$ cat config.mk
export PLATFORM = sky130hd
export DESIGN_NAME = instr_sequencer_flat
export DESIGN_NICKNAME = d
export VERILOG_FILES = /design/src/rtl/instr_sequencer_pkg.sv /design/src/rtl/instr_sequencer_if.sv /design/src/rtl/instr_sequencer.sv /design/src/flat_wrapper.sv
export SDC_FILE = /design/constraint.sdc
export NUM_CORES = 1
export LEC_CHECK = 0
export ABC_AREA = 1
export CORE_MARGIN = 3
export CORE_UTILIZATION = 45
export CTS_CLUSTER_DIAMETER = 50
export CTS_CLUSTER_SIZE = 12
export DETAILED_ROUTE_END_ITERATION = 6
export PLACE_DENSITY_LB_ADDON = 0.2
export SLEW_MARGIN = 20
export SYNTH_ARGS = -nofsm -noshare
export SYNTH_HDL_FRONTEND = slang
export SYNTH_SLANG_ARGS = --single-unit
$ cat constraint.sdc
create_clock -name in_clk -period 1.6 [get_ports in_clk]
set_clock_uncertainty 0.1 [all_clocks]
set_input_delay 0.16 -clock in_clk [delete_from_list [all_inputs] [get_ports in_clk]]
set_output_delay 0.16 -clock in_clk [all_outputs]
set_load 0.005 [all_outputs]
$ cat src/rtl/instr_sequencer_pkg.sv
// Shared definitions for the multi-cycle sequencer and the control unit:
// state encoding, opcode constants and the opcode legality rule.
package instr_sequencer_pkg;

    localparam int unsigned OPCODE_WIDTH = 5;

    typedef logic [OPCODE_WIDTH-1:0] opcode_t;

    localparam opcode_t OP_NOP  = 5'd0;
    localparam opcode_t OP_ADD  = 5'd1;
    localparam opcode_t OP_SUB  = 5'd2;
    localparam opcode_t OP_AND  = 5'd3;
    localparam opcode_t OP_OR   = 5'd4;
    localparam opcode_t OP_ADDI = 5'd5;
    localparam opcode_t OP_HALT = 5'd31;

    typedef enum logic [2:0] {
        ST_IDLE      = 3'd0,
        ST_FETCH     = 3'd1,
        ST_DECODE    = 3'd2,
        ST_EXECUTE   = 3'd3,
        ST_WRITEBACK = 3'd4,
        ST_HALT      = 3'd5
    } state_e;

    // Legal opcodes form a contiguous block starting at NOP.
    function automatic logic op_is_legal(input opcode_t op);
        return op <= OP_ADDI;
    endfunction

endpackage

$ cat src/rtl/instr_sequencer_if.sv
// Instruction-memory fetch handshake: req/addr from the sequencer,
// ack/data from the memory.
interface instr_sequencer_if #(
    parameter int unsigned PC_WIDTH    = 8,
    parameter int unsigned INSTR_WIDTH = 16
);
    logic                   req;
    logic [PC_WIDTH-1:0]    addr;
    logic                   ack;
    logic [INSTR_WIDTH-1:0] data;

    modport master (output req, output addr, input ack, input data);
    modport slave  (input req, input addr, output ack, output data);
endinterface

$ cat src/rtl/instr_sequencer.sv
// Multi-cycle FETCH/DECODE/EXECUTE/WRITEBACK sequencer owning the PC,
// instruction register, halt/illegal status and retired-instruction count.
module instr_sequencer
    import instr_sequencer_pkg::*;
#(
    parameter int unsigned PC_WIDTH    = 8,
    parameter int unsigned INSTR_WIDTH = 16,
    parameter int unsigned CNT_WIDTH   = 16
) (
    input  logic                    in_clk,
    input  logic                    in_rst,
    input  logic                    in_run,
    instr_sequencer_if.master       imem,
    output logic [INSTR_WIDTH-1:0]  out_instr,
    output logic [OPCODE_WIDTH-1:0] out_op_code,
    input  logic                    in_ctrl_reg_file_wr_en,
    output logic                    out_reg_file_wr_en,
    output logic [PC_WIDTH-1:0]     out_pc,
    output logic                    out_halted,
    output logic                    out_illegal,
    output logic [CNT_WIDTH-1:0]    out_retired_count
);

    state_e                 state_q, state_d;
    logic [PC_WIDTH-1:0]    pc_q, pc_d;
    logic [INSTR_WIDTH-1:0] instr_q, instr_d;
    logic [CNT_WIDTH-1:0]   cnt_q, cnt_d;
    logic                   illegal_q, illegal_d;
    logic                   fetch_req;
    logic                   wr_en;
    opcode_t                op;

    assign op = instr_q[INSTR_WIDTH-1 -: OPCODE_WIDTH];

    always_ff @(posedge in_clk or posedge in_rst) begin
        if (in_rst) begin
            state_q   <= ST_IDLE;
            pc_q      <= '0;
            instr_q   <= '0;
            cnt_q     <= '0;
            illegal_q <= 1'b0;
        end else begin
            state_q   <= state_d;
            pc_q      <= pc_d;
            instr_q   <= instr_d;
            cnt_q     <= cnt_d;
            illegal_q <= illegal_d;
        end
    end

    always_comb begin
        state_d   = state_q;
        pc_d      = pc_q;
        instr_d   = instr_q;
        cnt_d     = cnt_q;
        illegal_d = illegal_q;
        fetch_req = 1'b0;
        wr_en     = 1'b0;
        case (state_q)
            ST_IDLE: begin
                if (in_run) state_d = ST_FETCH;
            end
            ST_FETCH: begin
                fetch_req = 1'b1;
                if (imem.ack) begin
                    instr_d = imem.data;
                    state_d = ST_DECODE;
                end
            end
            ST_DECODE: begin
                // HALT and illegal opcodes stop without advancing PC or count.
                if (op == OP_HALT) begin
                    state_d = ST_HALT;
                end else if (op_is_legal(op)) begin
                    state_d = ST_EXECUTE;
                end else begin
                    illegal_d = 1'b1;
                    state_d   = ST_HALT;
                end
            end
            ST_EXECUTE: begin
                state_d = ST_WRITEBACK;
            end
            ST_WRITEBACK: begin
                wr_en   = in_ctrl_reg_file_wr_en;
                pc_d    = pc_q + PC_WIDTH'(1);
                cnt_d   = cnt_q + CNT_WIDTH'(1);
                state_d = in_run ? ST_FETCH : ST_IDLE;
            end
            ST_HALT: begin
                state_d = ST_HALT;
            end
            default: begin
                state_d = ST_IDLE;
            end
        endcase
    end

    // Handshake and write enable decode from the state register only, so
    // reset clears them in the same cycle.
    assign imem.req           = fetch_req;
    assign imem.addr          = pc_q;
    assign out_reg_file_wr_en = wr_en;
    assign out_instr          = instr_q;
    assign out_op_code        = op;
    assign out_pc             = pc_q;
    assign out_halted         = (state_q == ST_HALT);
    assign out_illegal        = illegal_q;
    assign out_retired_count  = cnt_q;

endmodule

$ cat src/flat_wrapper.sv
// flat-port wrapper written by rule: the top's interface ports become plain ports
module instr_sequencer_flat import instr_sequencer_pkg::*;
#(
    parameter int unsigned PC_WIDTH    = 8,
    parameter int unsigned INSTR_WIDTH = 16,
    parameter int unsigned CNT_WIDTH   = 16
)
  (in_clk, in_rst, in_run, out_instr, out_op_code, in_ctrl_reg_file_wr_en, out_reg_file_wr_en, out_pc, out_halted, out_illegal, out_retired_count, imem_req, imem_addr, imem_ack, imem_data);
  instr_sequencer_if #(.PC_WIDTH(PC_WIDTH), .INSTR_WIDTH(INSTR_WIDTH)) imem_i ();
  input  logic in_clk;
  input  logic in_rst;
  input  logic in_run;
  output logic [INSTR_WIDTH-1:0] out_instr;
  output logic [OPCODE_WIDTH-1:0] out_op_code;
  input  logic in_ctrl_reg_file_wr_en;
  output logic out_reg_file_wr_en;
  output logic [PC_WIDTH-1:0] out_pc;
  output logic out_halted;
  output logic out_illegal;
  output logic [CNT_WIDTH-1:0] out_retired_count;
  output wire logic [$bits(imem_i.req)-1:0] imem_req;
  output wire logic [$bits(imem_i.addr)-1:0] imem_addr;
  input wire logic [$bits(imem_i.ack)-1:0] imem_ack;
  input wire logic [$bits(imem_i.data)-1:0] imem_data;
  assign imem_req = imem_i.req;
  assign imem_addr = imem_i.addr;
  assign imem_i.ack = imem_ack;
  assign imem_i.data = imem_data;
  instr_sequencer #(.PC_WIDTH(PC_WIDTH), .INSTR_WIDTH(INSTR_WIDTH), .CNT_WIDTH(CNT_WIDTH)) u_core (.in_clk(in_clk), .in_rst(in_rst), .in_run(in_run), .imem(imem_i), .out_instr(out_instr), .out_op_code(out_op_code), .in_ctrl_reg_file_wr_en(in_ctrl_reg_file_wr_en), .out_reg_file_wr_en(out_reg_file_wr_en), .out_pc(out_pc), .out_halted(out_halted), .out_illegal(out_illegal), .out_retired_count(out_retired_count));
endmodule
==> metrics.md, run 1 <==
| Metric | Value |
|---|---|
| Critical-path top delay cell | `clkdlybuf4s50_1` |
| Row cnt | `24` |
| Min cycle time layout | `1540 ps` |
| Fillers | `390` |
| RSZ-0062 raised after global routing | `no` |
| P_leak | `1.54 nW` |
| GR Util All Layers | `16.6%` |
| Setup crit end | `out_retired_count[9]` |
| Port Buffers | `77` |
| Max Root-Sink Buffers | `2` |
| Final setup viols | `0` |
| Final instance area | `3150 um^2` |
| H-tree depth | `2` |
| Worst EP required | `1340 ps` |
| First-pass GRT wire length | `8.09 mm` |
| Worst vdd ir | `0.858 mV` |
| Dpl cell area | `3000 um^2` |
| Syn nets | `284` |
| Final hold violations | `0` |
| CP Depth | `1` |
| R2r startpoint | `u_core.state_q[1]` |
| Status | `completed` |
| Leading cell type in the layout, fill and taps excluded | `nand2_1` |
| ANT nets after route | `0` |
| Gate Count Post-Synth | `261` |
| Reg2reg end | `u_core.out_instr[11]` |
| Largest net degree at the start of global routing | `45` |
| Vias per cell | `4.66` |
| I/O pin total | `78` |
| DR pass1 iterations | `4` |
| Sequential-to-total area share from yosys stat | `49.6%` |
| Fin crit share | `96.3%` |
| Die ar. | `5810 um^2` |
| Share of the synthesized area in the top cell type | `49.6%` |
| TritonCTS clock tree | `yes` |
| Worst-Margin Slew | `281 ps` |
| Worst Hold Class | `in -> async` |
| Crit path DAT | `1280 ps` |
| Vias in the first global route | `1792` |
| Grt ovf | `0` |
| Max Clk Rate | `649 MHz` |
| Netlist Area Pre-Place | `2220 um^2` |
| Via count | `1900` |
| DP Wirelength | `3.66 mm` |
| Post-synth top area cell | `dfrtp_1` |
| Die Ht | `76.2 um` |
| Die width | `76.2 um` |
| Critical Path, Cell by Cell | `clkdlybuf4s50_1` |
| Post-route setup TNS | `0 ps` |
| Worst-path fanout max | `7` |
| Skew-Pair Late Insertion Delay | `280 ps` |
| Slew headroom | `81.2%` |
| Max-slew violations | `0` |
| Post-Route WL | `4.81 mm` |
| Synth Warn # | `0` |
| Area occupied by multi-input gates | `893 um^2` |
| Root Buffer Master | `clkbuf_8` |
| DR iter-0 viols | `55` |
| Initial antenna violation count | `0` |
| Flop2flop setup slack | `140 ps` |
| Final net count | `365` |
| # diodes | `0` |
| Reg2reg path depth | `7` |
| Wire length per cell | `11.8 um` |
| Syn Area/Cell | `8.50 um^2` |
| Share of cells above drive strength 1 | `10.2%` |
| Sum of buffers and inverters on the critical path | `1` |
| Core area | `4560 um^2` |
| #FFs+latches synth | `44` |
| Clock Sinks | `44` |
| Initial core utilization | `48.6%` |
| Top delay family on crit path | `buffers and inverters` |
| Critical Path Start Type | `flip-flop` |
| Critical Path Sink Type | `output port` |
| Largest cells by area after synthesis | `dfrtp_1 (50%), nand2_1 (15%), nand3_1 (5.9%)` |
| Setup crit start | `u_core.out_retired_count[9]` |
| Most frequent cells in the layout | `nand2_1 (89), clkdlybuf4s50_1 (74), dfrtp_1 (44)` |
| Routability cong. | `0.849` |
| Fin util | `69.1%` |
| Critical path class | `reg -> out` |
| Yosys cell types | `24` |
| Register Area | `1100 um^2` |
| CTS Buf Count | `5` |
| Pwr/cell area | `1410 nW/um^2` |
| Max_cap viols | `0` |
| Post-route DRC | `0` |
| Syn-to-layout area delta | `42.0%` |
| Clk pin slew, worst setup/hold paths | `80 ps` |
| Max stage delay on crit path | `550 ps` |
-- area by class of cell --
cell class	count	share of cell area, %
flip-flops and latches	44	34.9
inverters	23	2.74
clock buffers	8	2.86
repair buffers	93	28.5
well taps	65	2.58
multi-input cells	175	28.3
-- flip-flops by register name (all words and copies together) (netlist names) --
signal and flops:
u_core.out_instr 16, u_core.out_retired_count 16, u_core.out_illegal 1, u_core.state_q 3
u_core.imem.addr 8
-- logic make-up after synthesis --
logic type,synth area share [%]
buffers and inverters,10.3
DFF,49.6
xor gates and xnor gates,4.74
AOI/OAI and AO/OA,1.75
adders and majority gates,1.13
and+or+nand+nor,32.5
-- cell usage after synthesis --
master	number
nor2_8	2
ha_1	2
nor3_1	2
nand3_2	2
buf_2	2
o21bai_1	1
nand3b_1	5
nand4_1	8
inv_1	22
a31oi_1	1
nor2_1	17
nor3_4	1
xnor2_1	7
buf_6	2
o21ai_0	4
dfrtp_1	44
xor2_1	5
nand2_1	89
a21oi_1	1
nor3_2	2
buf_1	1
inv_2	1
nand3_1	26
buf_4	14
-- per-layer routing --
| metal | vias up | track usage, % | part of all wire [%] |
|---|---|---|---|
| li1 | 981 | - | - |
| met2 | 54 | 27.9 | 48 |
| met3 | 2 | 3.66 | 6.0 |
| met5 | - | 0 | 0 |
| met4 | 0 | 4.17 | 0.27 |
| met1 | 863 | 21.7 | 45 |
-- where the power goes --
| part | switching [W] | internal (W) |
|---|---|---|
| registers | 0.000316 | 0.00144 |
| clock network | 0.000343 | 0.000352 |
| logic | 0.000803 | 0.00117 |
| total | 0.00146 | 0.00297 |
-- through the flow --
| step | hold WS (ps) | total power, W | worst slack, ps | instances |
|---|---|---|---|---|
| floorplan | 205 | 0.00265 | 242 | 261 |
| global placement | 358 | 0.00355 | 81.3 | 392 |
| detailed placement | 365 | 0.00361 | 57.9 | 392 |
| CTS | 114 | 0.00436 | 37.7 | 403 |
| global route | 174 | 0.00473 | 20.6 | 408 |
| finish | 93.8 | 0.00443 | 59.5 | 408 |
-- how the worst min path moves through the flow --
stage,from,endpoint,slack [ps],depth (start not counted)
6_report,in_rst,u_core.out_instr[4],90,3
4_1_cts,in_rst,u_core.out_retired_count[14],110,3
2_1_floorplan,imem_data[10],u_core.out_instr[10],200,2
5_1_grt,in_rst,u_core.out_instr[2],170,3
3_5_place_dp,u_core.out_instr[6],u_core.out_instr[6],370,2
3_3_place_gp,u_core.out_instr[9],u_core.out_instr[9],360,2
-- what timing repair did --
action                     in CTS  in global routing
gates resized for setup         6                  3
setup endpoints to repair       3                 17
hold buffers                    0                  0
buffers inserted                3                  5
Power figures use the tool's default switching activity.
==> inputs of run 2 (changes only) <==
--- a/config.mk
+++ b/config.mk
@@ -5,9 +5,10 @@
 export SDC_FILE = /design/constraint.sdc
 export NUM_CORES = 1
 export LEC_CHECK = 0
-export ABC_AREA = 1
+export ABC_CLOCK_PERIOD_IN_PS = 1600
 export CORE_MARGIN = 3
 export CORE_UTILIZATION = 45
+export CTS_BUF_LIST = sky130_fd_sc_hd__clkbuf_4
 export CTS_CLUSTER_DIAMETER = 50
 export CTS_CLUSTER_SIZE = 12
 export DETAILED_ROUTE_END_ITERATION = 6
==> run 2 against run 1 <==
Against the previous run: the flow now finishes with violations (setup timing); register-to-register slack worse by 230 ps; die area is 10% lower; sequential cell count stayed put; worst hold slack worse by 72 ps; critical path type is now reg -> reg; largest power group unchanged.
==> metrics.md, run 2 <==
| Metric | Value |
|---|---|
| Share of the synthesized area in the top cell type | `55.9% (was 49.6%)` |
| Port Buffers | `77 (unchanged)` |
| Crit path DAT | `1830 ps (was 1280 ps)` |
| Most common cell in the netlist | `dfrtp_1 (was nand2_1)` |
| Root Buffer Master | `clkbuf_4 (was clkbuf_8)` |
| Status | `finished with violations (was completed)` |
| Final hold violations | `0 (unchanged)` |
| Critical-path top delay cell | `dfrtp_1 (was clkdlybuf4s50_1)` |
| I/O pin total | `78 (unchanged)` |
| Most used DFF post-synth | `dfrtp_1 (unchanged)` |
| Most instantiated cells after synthesis | `dfrtp_1 (44), mux2_2 (17), buf_4 (14), xnor2_1 (11), xor2_1 (11) (was nand2_1 (89), dfrtp_1 (44), nand3_1 (26), inv_1 (22), nor2_1 (17))` |
| Post-route DRC | `0 (unchanged)` |
| Wire length per cell | `15.9 um (was 11.8 um)` |
| Syn-to-layout area delta | `67.9% (was 42.0%)` |
| Max_cap viols | `0 (unchanged)` |
| Most frequent CP cell | `buf_4` |
| Leading cell type in the layout, fill and taps excluded | `clkdlybuf4s50_1 (was nand2_1)` |
| Sequential-to-total area share from yosys stat | `55.9% (was 49.6%)` |
| Synth Warn # | `0 (unchanged)` |
| Critical path class | `reg -> reg (was reg -> out)` |
| Worst slack, placed | `-123 ps (was 57.9 ps)` |
| Max stage delay on crit path | `400 ps (was 550 ps)` |
| Skew-Pair Late Insertion Delay | `360 ps (was 280 ps)` |
| Worst-path fanout max | `8 (was 7)` |
| Slew headroom | `79.0% (was 81.2%)` |
| # diodes | `0 (unchanged)` |
| Final net count | `301 (was 365)` |
| H-tree depth | `2 (unchanged)` |
| Die ar. | `5210 um^2 (was 5810 um^2)` |
| RSZ-0062 raised after global routing | `yes (was no)` |
| Most frequent cells in the layout | `clkdlybuf4s50_1 (64), buf_4 (43), dfrtp_1 (40) (was nand2_1 (89), clkdlybuf4s50_1 (74), dfrtp_1 (44))` |
| Pwr/cell area | `1490 nW/um^2 (was 1410 nW/um^2)` |
| DR pass1 iterations | `4 (unchanged)` |
| Fillers | `229 (was 390)` |
| Clk pin slew, worst setup/hold paths | `140 ps (was 80 ps)` |
| First-pass GRT wire length | `7.98 mm (was 8.09 mm)` |
| Share of cells above drive strength 1 | `35.5% (was 10.2%)` |
| Critical Path, Cell by Cell | `buf_4 -> buf_4 -> nor2b_4 -> and2_4 -> clkbuf_16 -> mux2_2 (was clkdlybuf4s50_1)` |
| TritonCTS clock tree | `yes (unchanged)` |
| Row cnt | `23 (was 24)` |
| ANT nets after route | `0 (unchanged)` |
| Critical Path Start Type | `flip-flop (unchanged)` |
| Die Ht | `72.2 um (was 76.2 um)` |
| Worst-Margin Slew | `314 ps (was 281 ps)` |
| Min cycle time layout | `1690 ps (was 1540 ps)` |
| Final setup viols | `24 (was 0)` |
| Yosys cell types | `29 (was 24)` |
| Core area | `4120 um^2 (was 4560 um^2)` |
| Clock Sinks | `44 (unchanged)` |
| Grt ovf | `0 (unchanged)` |
| Worst EP required | `1740 ps (was 1340 ps)` |
| Routability cong. | `0.837 (was 0.849)` |
| Vias per cell | `5.06 (was 4.66)` |
| Gate Count Post-Synth | `160 (was 261)` |
| Largest net degree at the start of global routing | `26 (was 45)` |
| Via count | `1666 (was 1900)` |
| DR iter-0 viols | `61 (was 55)` |
| Worst Hold Class | `in -> async (unchanged)` |
| Worst vdd ir | `0.801 mV (was 0.858 mV)` |
| Die width | `72.2 um (was 76.2 um)` |
| Failing checks | `setup timing` |
| Critical Path Sink Type | `flip-flop (was output port)` |
| Post-layout power | `0.00492 W (was 0.00443 W)` |
| DP Wirelength | `3.38 mm (was 3.66 mm)` |
| Post-Route WL | `5.22 mm (was 4.81 mm)` |
| Post-synth EDFFs | `0 (unchanged)` |
| Initial antenna violation count | `0 (unchanged)` |
| #FFs+latches synth | `44 (unchanged)` |
| Async set or reset register ratio after synthesis | `100% (unchanged)` |
| Max Root-Sink Buffers | `2 (unchanged)` |
| Vias in the first global route | `1650 (was 1792)` |
| Netlist Area Pre-Place | `1970 um^2 (was 2220 um^2)` |
| GR Util All Layers | `19.7% (was 16.6%)` |
| Fin worst setup slack | `-85.0 ps (was 59.5 ps)` |
| Max Clk Rate | `593 MHz (was 649 MHz)` |
| Syn nets | `183 (was 284)` |
| Min Hold Slack | `21.9 ps (was 93.8 ps)` |
| Max-slew violations | `0 (unchanged)` |
| Largest cells by area after synthesis | `dfrtp_1 (56%), mux2_2 (9.7%), buf_4 (5.3%) (was dfrtp_1 (50%), nand2_1 (15%), nand3_1 (5.9%))` |
| Syn Area/Cell | `12.3 um^2 (was 8.50 um^2)` |
| Fin crit share | `105% (was 96.3%)` |
| Initial core utilization | `47.9% (was 48.6%)` |
| Post-synth top area cell | `dfrtp_1 (unchanged)` |
| P_leak | `1.63 nW (was 1.54 nW)` |
| CTS Buf Count | `5 (unchanged)` |
run 2: cell count changes after synthesis, sizes merged, moves of 5 or more:
cell and delta:
nand3 -22, xor2 +6, nor2 -11, nand3b -5, inv -20, nand2 -80, mux2 +18
run 2: cell type report:
type                    instances  area [um^2]  share of cell area [%]
clock buffers                   7         52.6                    1.59
clock inverters                 1         3.75                   0.114
inverters                       3         11.3                   0.341
multi-input cells              97          871                    26.3
flip-flops and latches         44         1110                    33.4
well taps                      50         62.6                    1.89
repair buffers                127         1200                    36.3
run 2: worst paths after layout:
check | slack [ps] | depth (start not counted) | to | start
min in group in_clk | 330 | 2 | u_core.out_instr[3] | imem_data[3]
max reg2reg | -90 | 6 | u_core.out_instr[12] | u_core.state_q[1]
min | 20 | 3 | u_core.out_retired_count[2] | in_rst
max in group asynchronous | 1080 | 3 | u_core.out_instr[14] | in_rst
min reg2reg | 380 | 1 | u_core.out_retired_count[15] | u_core.out_retired_count[15]
max | -90 | 6 | u_core.out_instr[12] | u_core.state_q[1]
run 2: kinds of logic (layout without fill, tap and decap cells):
logic type,after synthesis,count (layout),synth area share (%)
flops,44,44,55.9
xor+xnor,22,22,9.78
simple gates,48,48,13.8
buf+inv,19,138,6.42
mux,18,18,10.3
fa+ha+maj,2,2,1.27
compound gates,7,7,2.54
run 2: where the power goes:
part	internal, W	switching [W]	total (W)
clock	0.000203	0.000340	0.000544
sequential	0.00146	0.000259	0.00172
combinational	0.00178	0.000874	0.00266
run 2: per-stage QoR:
step / TNS (ps) / area, um^2 / utilization [%] / instances
after floorplan: 0 / 1980 / - / 160
after global placement: -949 / 2830 / 68.7 / 287
after detailed placement: -1750 / 2830 / 68.7 / 287
after CTS: -1480 / 3040 / 73.8 / 308
after global routing: -3890 / 3310 / 80.4 / 329
final: -1330 / 3310 / 80.4 / 329
run 2: timing repair:
action,CTS,global route
hold buffers,0,0
setup buffers,13,20
hold endpoints to repair,0,0
endpoints found under the setup margin,17,65
cloned,0,1
gates resized for setup,33,27
pin swaps,10,10
run 2: worst max-delay path, delay by kind of cell, from the launching register on:
family | cells | cell delay (ps)
simple gates | 2 | 320
buf+inv | 3 | 440
mux | 1 | 330
flops | 1 | 400
run 2: per-layer routing:
metal	share of wire, %	global-route usage (%)	wire (um)	up-vias
met5	0	0	0	-
met4	1.4	5.01	72	0
met3	7.2	5.54	377	8
met2	52	35.2	2720	65
met1	39	23.2	2060	826
li1	-	-	-	767
==> inputs of run 3 (changes only) <==
--- a/config.mk
+++ b/config.mk
@@ -5,13 +5,16 @@
 export SDC_FILE = /design/constraint.sdc
 export NUM_CORES = 1
 export LEC_CHECK = 0
+export ABC_AREA = 1
 export ABC_CLOCK_PERIOD_IN_PS = 1600
 export CORE_MARGIN = 3
-export CORE_UTILIZATION = 45
+export CORE_UTILIZATION = 55
 export CTS_BUF_LIST = sky130_fd_sc_hd__clkbuf_4
 export CTS_CLUSTER_DIAMETER = 50
 export CTS_CLUSTER_SIZE = 12
 export DETAILED_ROUTE_END_ITERATION = 6
+export DONT_BUFFER_PORTS = 1
+export GPL_ROUTABILITY_DRIVEN = 1
 export PLACE_DENSITY_LB_ADDON = 0.2
 export SLEW_MARGIN = 20
 export SYNTH_ARGS = -nofsm -noshare
==> run 3 against run 2 <==
Against the previous run: the flow now finishes without violations; clock power down 7.2%; cell count shrank 3.0%; critical path type unchanged; worst hold slack lost 9.0 ps; power fell by 34%; sequential cell count is the same; final area fell by 27%; maximum frequency up 11%; sequential power rose by 8%; non-clock buffer count is 105 lower; clock-buffer cell count is 1 lower; first-iteration DRC count unchanged.
==> metrics.md, run 3 (synthesis gave the netlist of run 1 again) <==
| Metric | Value |
|---|---|
| Most frequent cells in the layout | `nand2_1 (89), dfrtp_1 (43), nand3_1 (26) (was clkdlybuf4s50_1 (64), buf_4 (43), dfrtp_1 (40))` |
| Vias per cell | `5.21 (was 5.06)` |
| Final non-filler cell total | `319 (was 329)` |
| DP Wirelength | `3.03 mm (was 3.38 mm)` |
| Fin util | `64.1% (was 80.4%)` |
| Worst vdd ir | `0.816 mV (was 0.801 mV)` |
| WHS Path Cells | `4` |
| Post-route setup TNS | `0 ps (was -1330 ps)` |
| Max_cap viols | `0 (unchanged)` |
| Fillers | `314 (was 229)` |
| Worst-Margin Slew | `730 ps (was 314 ps)` |
| Post-Route WL | `4.33 mm (was 5.22 mm)` |
| Final net count | `294 (was 301)` |
| # diodes | `0 (unchanged)` |
| DP Cell Count | `294 (was 287)` |
| RSZ-0062 raised after global routing | `yes (unchanged)` |
| Slew headroom | `51.0% (was 79.0%)` |
| Core area | `3770 um^2 (was 4120 um^2)` |
| Worst-path fanout max | `16 (was 8)` |
| Fin crit share | `95.2% (was 105%)` |
| Clk pin slew, worst setup/hold paths | `120 ps (was 140 ps)` |
| Die Ht | `69.5 um (was 72.2 um)` |
| Fin worst setup slack | `76.0 ps (was -85.0 ps)` |
| GR Util All Layers | `19.6% (was 19.7%)` |
| Share of cells above drive strength 1 | `8.49% (was 35.5%)` |
| Port Buffers | `0 (was 77)` |
| Max Clk Rate | `656 MHz (was 593 MHz)` |
| Critical path class | `reg -> reg (unchanged)` |
| Reg2reg path depth | `4 (was 6)` |
| Flop2flop setup slack | `80 ps (was -90 ps)` |
| Worst Hold Class | `in -> reg (was in -> async)` |
| Initial core utilization | `58.9% (was 47.9%)` |
| Critical Path Start Type | `flip-flop (unchanged)` |
| Die ar. | `4830 um^2 (was 5210 um^2)` |
| Pwr/cell area | `1350 nW/um^2 (was 1490 nW/um^2)` |
| Worst slack, placed | `141 ps (was -123 ps)` |
| ANT nets after route | `0 (unchanged)` |
| Crit path DAT | `1650 ps (was 1830 ps)` |
| Postcts setup bufs | `0 (was 13)` |
| Routability cong. | `0.869 (was 0.837)` |
| TritonCTS clock tree | `yes (unchanged)` |
| Status | `completed (was finished with violations)` |
| Leading cell type in the layout, fill and taps excluded | `nand2_1 (was clkdlybuf4s50_1)` |
| Row cnt | `22 (was 23)` |
| Root Buffer Master | `clkbuf_4 (unchanged)` |
| CTS Buf Count | `5 (unchanged)` |
| DR pass1 iterations | `4 (unchanged)` |
| DR iter-0 viols | `61 (unchanged)` |
| Setup crit end | `u_core.out_instr[8] (was u_core.out_instr[12])` |
| H-tree depth | `2 (unchanged)` |
| Max Root-Sink Buffers | `2 (unchanged)` |
| Skew-Pair Late Insertion Delay | `340 ps (was 360 ps)` |
| Post-layout power | `0.00326 W (was 0.00492 W)` |
| Critical Path Sink Type | `flip-flop (unchanged)` |
| Max-slew violations | `0 (unchanged)` |
| Initial antenna violation count | `0 (unchanged)` |
| First-pass GRT wire length | `7.76 mm (was 7.98 mm)` |
| Final hold violations | `0 (unchanged)` |
| R2r startpoint | `u_core.state_q[2] (was u_core.state_q[1])` |
| Largest net degree at the start of global routing | `23 (was 26)` |
| Worst EP required | `1730 ps (was 1740 ps)` |
| Syn-to-layout area delta | `8.96% (was 67.9%)` |
| Vias in the first global route | `1654 (was 1650)` |
| Via count | `1662 (was 1666)` |
| Clock Sinks | `44 (unchanged)` |
| I/O pin total | `78 (unchanged)` |
| Min cycle time layout | `1520 ps (was 1690 ps)` |
| Post-route DRC | `0 (unchanged)` |
| Reg2reg end | `u_core.out_instr[8] (was u_core.out_instr[12])` |
| P_leak | `1.24 nW (was 1.63 nW)` |
| Grt ovf | `0 (unchanged)` |
| Final setup viols | `0 (was 24)` |
| Setup crit start | `u_core.state_q[2] (was u_core.state_q[1])` |
| Wire length per cell | `13.6 um (was 15.9 um)` |
| Die width | `69.5 um (was 72.2 um)` |
[run 3: changes by cell type in the layout (fill, tap and decap cells not counted), moves of 6 or more]
| cell | before | now |
|---|---|---|
| mux2_4 | 11 | 0 |
| inv_1 | 2 | 19 |
| mux2_2 | 7 | 0 |
| clkdlybuf4s50_1 | 64 | 0 |
| nor2_1 | 5 | 16 |
| nand3_1 | 6 | 26 |
| dlymetal6s2s_1 | 7 | 0 |
| buf_4 | 43 | 2 |
| xor2_1 | 11 | 5 |
| nand2_1 | 9 | 89 |
| dlygate4sd3_1 | 0 | 18 |
[run 3: metrics by stage]
stage | hold slack (ps) | cell area [um^2]
5_1_grt | 25.7 | 2420
2_1_floorplan | 205 | 2220
4_1_cts | 6.90 | 2410
3_3_place_gp | 15.6 | 2180
3_5_place_dp | 15.1 | 2180
6_report | 12.9 | 2420
[run 3: metal layers]
metal	global-route usage, %	share of wire, %	wire [um]
met5	0	0	0
met2	34.0	50	2170
met1	23.2	42	1830
met3	7.10	6.5	281
met4	4.56	1.1	46
[run 3: critical path, stage by stage, from the launching register on]
cell and delay (ps):
dfrtp_2 460, nor3_2 240, nand2_1 360, nand2_1 180, nand2_1 70
[run 3: worst min path at each step]
stage | from | end | slack [ps]
2_1_floorplan | imem_data[10] | u_core.out_instr[10] | 200
3_3_place_gp | in_rst | u_core.out_instr[5] | 20
3_5_place_dp | in_rst | u_core.out_instr[5] | 20
4_1_cts | in_run | u_core.state_q[1] | 7
5_1_grt | in_run | u_core.state_q[1] | 30
6_report | in_run | u_core.state_q[1] | 10
[run 3: area by class of cell]
| cell class | count | area (um^2) | area share (%) |
|---|---|---|---|
| clock buffer | 6 | 45.0 | 1.86 |
| clock inverter | 1 | 5.00 | 0.207 |
| inverter | 23 | 86.3 | 3.57 |
| multi-input combinational | 175 | 893 | 36.9 |
| sequential | 44 | 1100 | 45.6 |
| tap | 48 | 60.1 | 2.48 |
| timing repair buffer | 22 | 226 | 9.36 |
[run 3: repair_timing]
item	in CTS	in global routing
hold endpoints to repair	38	0
gates resized for setup	0	5
setup endpoints to repair	0	5
hold buffers	18	0
[run 3: report_power, final]
part / internal (W) / total [W] / switching [W] / leakage (nW)
registers: 0.00144 / 0.00186 / 0.000419 / 0.571
clock network: 0.000179 / 0.000505 / 0.000325 / 0.0315
logic: 0.000355 / 0.000890 / 0.000535 / 0.640
total: 0.00198 / 0.00326 / 0.00128 / 1.24
